**src/rtl/pdp8_iot_pkg.sv**
```systemverilog
// rtl/pdp8_iot_pkg.sv - shared PDP-8 IOT decode constants and serial shifter state type
package pdp8_iot_pkg;

    // Major opcode for IOT instructions (IR[11:9])
    localparam logic [2:0] IOT_OP = 3'o6;

    // Device codes (IR[8:3])
    localparam logic [5:0] DEV_TTY_IN  = 6'o03;
    localparam logic [5:0] DEV_TTY_OUT = 6'o04;

    // Micro-op bit positions within IR[2:0]
    localparam int IOP1 = 0;
    localparam int IOP2 = 1;
    localparam int IOP4 = 2;

    // Async serial shifter states
    typedef enum logic [1:0] {
        IDLE  = 2'd0,
        START = 2'd1,
        DATA  = 2'd2,
        STOP  = 2'd3
    } tx_state_t;

    // True when an IOT strobe addresses the given device code
    function automatic logic iot_select(
        input logic        stb,
        input logic [11:0] ir,
        input logic [5:0]  dev
    );
        return stb && (ir[11:9] == IOT_OP) && (ir[8:3] == dev);
    endfunction

endpackage

```
**src/rtl/uart_tx_core.sv**
```systemverilog
// rtl/uart_tx_core.sv - 8-bit async transmitter, 8N1/8N2, registered TXD
module uart_tx_core
    import pdp8_iot_pkg::*;
#(
    parameter int CLKS_PER_BIT = 1250,
    parameter int STOP_BITS    = 1
) (
    input  logic       clk,
    input  logic       rst,
    input  logic       load,
    input  logic [7:0] data,
    output logic       busy,
    output logic       done,
    output logic       txd
);

    localparam int TW = (CLKS_PER_BIT > 1) ? $clog2(CLKS_PER_BIT) : 1;
    localparam logic [TW-1:0] T_LAST    = TW'(CLKS_PER_BIT - 1);
    localparam logic [2:0]    STOP_LAST = 3'(STOP_BITS - 1);

    tx_state_t         state;
    logic [TW-1:0]     timer;
    logic [2:0]        bit_idx;
    logic [7:0]        shreg;
    logic              bit_end;

    assign bit_end = (timer == T_LAST);

    // Last cycle of the final stop bit; the owner sets its flag on this same edge
    assign done = (state == STOP) && bit_end && (bit_idx == STOP_LAST);

    // Shifter FSM: bit timer, bit/stop counter, shift register, busy and TXD
    always_ff @(posedge clk) begin
        if (rst) begin
            state   <= IDLE;
            timer   <= '0;
            bit_idx <= '0;
            shreg   <= '0;
            busy    <= 1'b0;
            txd     <= 1'b1;
        end else begin
            // TXD lags the state by one edge, so the start bit appears one edge after load
            case (state)
                IDLE:    txd <= 1'b1;
                START:   txd <= 1'b0;
                DATA:    txd <= shreg[0];
                STOP:    txd <= 1'b1;
                default: txd <= 1'b1;
            endcase

            case (state)
                IDLE: begin
                    timer   <= '0;
                    bit_idx <= '0;
                    if (load) begin
                        shreg <= data;
                        state <= START;
                        busy  <= 1'b1;
                    end
                end
                START: begin
                    if (bit_end) begin
                        timer   <= '0;
                        bit_idx <= '0;
                        state   <= DATA;
                    end else begin
                        timer <= timer + TW'(1);
                    end
                end
                DATA: begin
                    if (bit_end) begin
                        timer <= '0;
                        shreg <= {1'b0, shreg[7:1]};
                        if (bit_idx == 3'd7) begin
                            bit_idx <= '0;
                            state   <= STOP;
                        end else begin
                            bit_idx <= bit_idx + 3'd1;
                        end
                    end else begin
                        timer <= timer + TW'(1);
                    end
                end
                STOP: begin
                    if (bit_end) begin
                        timer <= '0;
                        if (bit_idx == STOP_LAST) begin
                            bit_idx <= '0;
                            // A load arriving with completion chains straight into the next start bit
                            if (load) begin
                                shreg <= data;
                                state <= START;
                                busy  <= 1'b1;
                            end else begin
                                state <= IDLE;
                                busy  <= 1'b0;
                            end
                        end else begin
                            bit_idx <= bit_idx + 3'd1;
                        end
                    end else begin
                        timer <= timer + TW'(1);
                    end
                end
                default: begin
                    state <= IDLE;
                    busy  <= 1'b0;
                    timer <= '0;
                end
            endcase
        end
    end

endmodule

```
**src/rtl/tty_out_iot.sv**
```systemverilog
// rtl/tty_out_iot.sv - KL8E-style teletype printer IOT controller (device 04)
module tty_out_iot
    import pdp8_iot_pkg::*;
#(
    parameter int          CLKS_PER_BIT = 1250,
    parameter int          STOP_BITS    = 1,
    parameter int          FORCE_MARK   = 1,
    parameter logic [5:0]  DEVCODE      = 6'o04
) (
    input  logic        SYSCLK,
    input  logic        CLEAR,
    input  logic        IOT_STB,
    input  logic [11:0] IR,
    input  logic [11:0] AC,
    output logic        SKIP,
    output logic        FLAG,
    output logic        BUSY,
    output logic        OVERRUN,
    output logic        TXD
);

    logic       sel;
    logic       load_req;
    logic       tx_done;
    logic [7:0] tx_data;
    logic       unused_ac_hi;

    assign sel      = iot_select(IOT_STB, IR, DEVCODE);
    assign load_req = sel && IR[IOP4];

    // Skip tests the flag as it stood before this edge's update
    assign SKIP = sel && IR[IOP1] && FLAG;

    // Mark parity forces bit 7 high for ASR-33 style terminals
    assign tx_data = {((FORCE_MARK != 0) ? 1'b1 : AC[7]), AC[6:0]};

    // Only the low eight accumulator bits are ever printed
    assign unused_ac_hi = ^AC[11:8];

    uart_tx_core #(
        .CLKS_PER_BIT (CLKS_PER_BIT),
        .STOP_BITS    (STOP_BITS)
    ) u_tx (
        .clk  (SYSCLK),
        .rst  (CLEAR),
        .load (load_req),
        .data (tx_data),
        .busy (BUSY),
        .done (tx_done),
        .txd  (TXD)
    );

    // Printer flag and sticky overrun; completion always beats a same-edge flag clear
    always_ff @(posedge SYSCLK) begin
        if (CLEAR) begin
            FLAG    <= 1'b0;
            OVERRUN <= 1'b0;
        end else begin
            if (tx_done) begin
                FLAG <= 1'b1;
            end else if (sel && IR[IOP2]) begin
                FLAG <= 1'b0;
            end else if (sel && (IR[2:0] == 3'b000)) begin
                FLAG <= 1'b1;
            end

            if (load_req && BUSY && !tx_done) begin
                OVERRUN <= 1'b1;
            end
        end
    end

endmodule

```
**config.mk**
```make
export PLATFORM = sky130hd
export DESIGN_NAME = tty_out_iot
export DESIGN_NICKNAME = d
export VERILOG_FILES = /design/src/rtl/pdp8_iot_pkg.sv /design/src/rtl/uart_tx_core.sv /design/src/rtl/tty_out_iot.sv
export SDC_FILE = /design/constraint.sdc
export NUM_CORES = 1
export LEC_CHECK = 0
export CORE_UTILIZATION = 30
export DETAILED_ROUTE_END_ITERATION = 8
export PLACE_DENSITY = 0.53
export SETUP_SLACK_MARGIN = 0.05
export SYNTH_ARGS = -nofsm -noshare
export SYNTH_HDL_FRONTEND = slang
export SYNTH_SLANG_ARGS = --single-unit
```
**constraint.sdc**
```tcl
create_clock -name SYSCLK -period 4.69 [get_ports SYSCLK]
set_input_delay 1.407 -clock SYSCLK [delete_from_list [all_inputs] [get_ports SYSCLK]]
set_output_delay 1.407 -clock SYSCLK [all_outputs]
set_load 0.02 [all_outputs]
```
Word-level counts from Yosys, hierarchy flattened
Index checks and enable logic that the tools add are counted.
Widths: inputs -> output; s select.
{"block": "totals", "wordCells": 77, "out_inout_bits": 5, "reg_bits": 28, "in_bits": 27}
{"block": "classes", "reduce_logical": 24, "eq_ne": 13, "muxes": 30, "n_addsub": 2}
{"operator": "$mux 8", "n": 4}
{"operator": "$pmux 8 s3", "n": 1}
{"operator": "$pmux 11 s2", "n": 1}
{"operator": "$mux 3", "n": 5}
{"operator": "$mux 2", "n": 6}
{"operator": "$pmux 3 s4", "n": 1}
{"operator": "$add 11x1->11 const B", "n": 1}
{"operator": "$eq 11x11->1 const B", "n": 1}
{"operator": "$logic_and 1x1->1", "n": 11}
{"operator": "$mux 11", "n": 1}
{"operator": "$mux 1", "n": 8}
{"operator": "$ne 2x1->1 const B", "n": 4}
{"operator": "$pmux 2 s4", "n": 1}
{"operator": "$reduce_and 4->1", "n": 2}
{"operator": "$eq 3x3->1 const B", "n": 2}
{"operator": "$eq 6x3->1 const B", "n": 1}
{"operator": "$logic_not 3->1", "n": 2}
{"operator": "$reduce_and 6->1", "n": 1}
{"operator": "$reduce_bool 3->1", "n": 2}
{"operator": "$eq 2x2->1 const B", "n": 2}
{"operator": "$ne 2x2->1 const B", "n": 2}
{"operator": "$add 3x1->3 const B", "n": 1}
{"operator": "$pmux 1 s3", "n": 1}
{"operator": "$reduce_and 3->1", "n": 1}
{"operator": "other kinds (7)", "n": 7}

Depth between registers and ports, before layout
{"block": "depth", "word_depth": 8, "depth_mapped": 8, "mapped_depth_nobuf": 6}

By module
A second synthesis with hierarchy kept.
{"block": "hier_totals", "hier_cells": 166, "hier_area_um2": 1571.5}
{"module": "uart_tx_core", "cells_per_inst": 149, "area_per_inst_um2": 1410.1, "instances": 1, "seq_area_each_um2": 520.5}
{"module": "tty_out_iot", "cells_per_inst": 17, "area_per_inst_um2": 161.4, "instances": 1, "seq_area_each_um2": 40.0}

Worst setup path before layout
No wires, ideal clock.
{"block": "synth_path", "path_kind": "input to output", "startpoint": "input port IR[6]", "endpoint": "output port SKIP", "cell_stages": 4, "required_time_ps": 3283, "arrival_ps": 2647, "path_slack_ps": 636, "path_buffers": 1, "cell_sequence": "or4b_1 -> buf_2 -> nor3_1 -> and3_1"}
{"block": "synth_via", "elab_chain_len": 4}
{"item": "start: declaration", "line_no": "tty_out_iot.sv:13", "rtl": "input logic [11:0] IR,"}
{"item": "$eq 6x3->1", "line_no": "pdp8_iot_pkg.sv:30", "rtl": "return stb && (ir[11:9] == IOT_OP) && (ir[8:3] == dev);"}
{"item": "$logic_and 1x1->1", "line_no": "pdp8_iot_pkg.sv:30"}
{"item": "$logic_and 1x1->1 (2 in a row)", "line_no": "tty_out_iot.sv:32", "rtl": "assign SKIP = sel && IR[IOP1] && FLAG;"}
{"item": "end: declaration", "line_no": "tty_out_iot.sv:15", "rtl": "output logic SKIP,"}
Every way passes these cells.

Worst setup path after layout
Ends and elaborated chain as after synthesis.

==> metrics.txt <==
status completed; largest net degree at the start of global routing 27; CTS max path bufs 2; flops & latches, synth 28; IO Pins 32; ys flop type dfxtp_1; Post-synth EDFFs 0; Tcrit/Tclk final 95.83%; Area growth, synth to finish 23.90%; Slew Limit Fails 0; Critical Path RT 3280 ps; Mapped Cells 203; pwr/cell area between 200 and 250 nW/um^2; vias post-DR ~1,500; vias in the first global route 1,448; min cycle time layout 4494 ps; DP HPWL 2793 um; residual DRC count 0; DIE WIDTH 77.32 um; hold slack 477.5 ps; Congestion Overflow GR 0; RD Place Congestion 0.7439; WL per Instance 13.25 um; layout cells sized above 1 ~8.4%; worst path arrival time 3090 ps; Net Count, Synth 239; IO buf count 26; Syn Area/Cell 8.382 sq um; Die Area 5978 sq um; H-Tree Depth 1; Post-DP Area just over 2000 sq um; Finish-stage setup viols 0; setup_tns 0 ps; die height between 70 and 80 um; initial antenna violation count 0; worst vdd ir 0.1849 mV; row count 27; wirelength, routed approximately 4000 um; vias per inst 5.124; antenna cells 0; Worst Setup Path Type in2out; MaxCap Viol Count 0; clock skew 9.998 ps; CTS Buf Count 3; Max transition margin 43.29%; Initial Utilization 31.09%; crit-path max FO 2; core area 5473 sq um; ANT nets after route 0; Max Clk Rate 0.2225 GHz; GRT Total Usage 13.84%; CTS clk-pin slew, worst paths 90 ps; Slew @ Worst Pin 850.7 ps; global-route wire length before repair 6844 um; initial DRC count 59; Async S/R FF share, synth 0%; Final Core Density 38.52%; DRT Pass-1 Iters 4; post-CTS setup buffers 0; Yosys cell types 48; clk root buf clkbuf_8; TritonCTS clock tree built; fin nets approximately 260; Cell Area, Synth 1702 sq um; register area share after synthesis 32.94%; post-route cell area 2108 sq um; RSZ-0062 raised after global routing false; Ys Warns 0; clk sinks 28; Worst setup SP type input port; Leak 0.0006736 uW; CP Capture Type primary output; Hold Vio Cnt, Final 0; HP Class reg2reg; worst skew pair latency 280 ps
## registers in the layout, indices dropped and copies added (netlist names)
| name | count |
|---|---|
| FLAG | 1 |
| OVERRUN | 1 |
| u_tx.bit_idx | 3 |
| u_tx.busy | 1 |
| u_tx.shreg | 8 |
| u_tx.state | 2 |
| u_tx.timer | 11 |
| u_tx.txd | 1 |
## per-layer routing
metal / global-route usage (%) / part of all wire, %
met4: 1.698 / 0.28
met5: 0 / 0
met2: 23.36 / 49
met3: 2.619 / 3.0
met1: 18.60 / 48
## area by class of cell
type / instances / area [sq um]
clock buffer: 3 / 41.29
clock inverter: 1 / 30.03
fill: 590 / 3364
inverter: 17 / 63.81
multi-input combinational: 146 / 1026
sequential: 28 / 560.5
tap: 72 / 90.09
timing repair buffer: 31 / 296.5
## cells by family after synthesis
group           after synthesis  synth area share, %
compound gates               59                26.55
xor+xnor                      9                4.632
fa+ha+maj                     9                6.618
buf+inv                      29                7.059
flops                        28                32.94
mux                           2                1.177
simple gates                 67                21.03
## path summary, 6_finish.rpt
path / slack [ps] / to / cells past startpoint / startpoint
worst max-delay path: 200 / SKIP / 5 / IR[6]
worst min-delay path: 480 / OVERRUN$_SDFFE_PP0P_ / 1 / OVERRUN$_SDFFE_PP0P_
worst max register to register: 2380 / u_tx.bit_idx[2]$_SDFFE_PP0P_ / 6 / u_tx.state[0]$_SDFFE_PP0P_
worst min register to register: 480 / OVERRUN$_SDFFE_PP0P_ / 1 / OVERRUN$_SDFFE_PP0P_
## layout by cell type, fill, tap and decap left out, drive strengths merged, types with 2 or more instances in the layout
cell type	Yosys	routed
nand2b	2	2
o31ai	7	7
or2	2	2
buf	4	5
dfxtp	28	28
xnor2	4	4
and3	3	3
clkbuf	8	3
o21ai	2	2
a211oi	2	2
nor3	4	4
clkdlybuf4s50	0	25
nand4	3	3
nand4b	2	2
ha	9	9
nand3	4	4
or4	2	2
mux2i	2	2
nor4	2	2
o311ai	7	7
nor2	22	22
xor2	5	5
inv	16	16
nand2	15	15
o41ai	10	10
a21oi	20	20
## power breakdown
group / switching (uW) / internal, uW
clock: 79.3 / 114
sequential: 1.13 / 239
combinational: 21.6 / 26.1
total: 102 / 380
## cells in the mapped netlist, drive strengths merged (4+ instances only)
master,n,area [sq um]
dfxtp,28,560.5
clkbuf,8,30.03
nor2,22,82.58
o41ai,10,95.10
a21oi,20,103.9
o311ai,7,61.31
nand3,4,20.02
nand2,15,56.30
xnor2,4,35.03
xor2,5,43.79
ha,9,112.6
o31ai,7,52.55
buf,4,26.27
inv,16,60.06
nor3,4,20.02
## through the flow
stage          instances  total power (uW)  setup slack [ps]
2_1_floorplan        203             266.3             635.8
3_3_place_gp         294             293.5            -106.1
3_5_place_dp         294             293.1            -131.9
4_1_cts              298             489.2             202.2
5_1_grt              298             502.4             162.7
6_report             298             481.6             195.7
## critical path: stages
cell and delay, ps:
clkdlybuf4s50_1 390, or4b_1 560, nor3_2 240, and3_1 170, dlygate4sd2_1 320
## timing repair
action,4_1_cts,5_1_grt
resized for setup,2,0
hold endpoints to repair,0,0
hold buffers,0,0
setup endpoints to repair,1,0
Power figures use the tool's default switching activity.
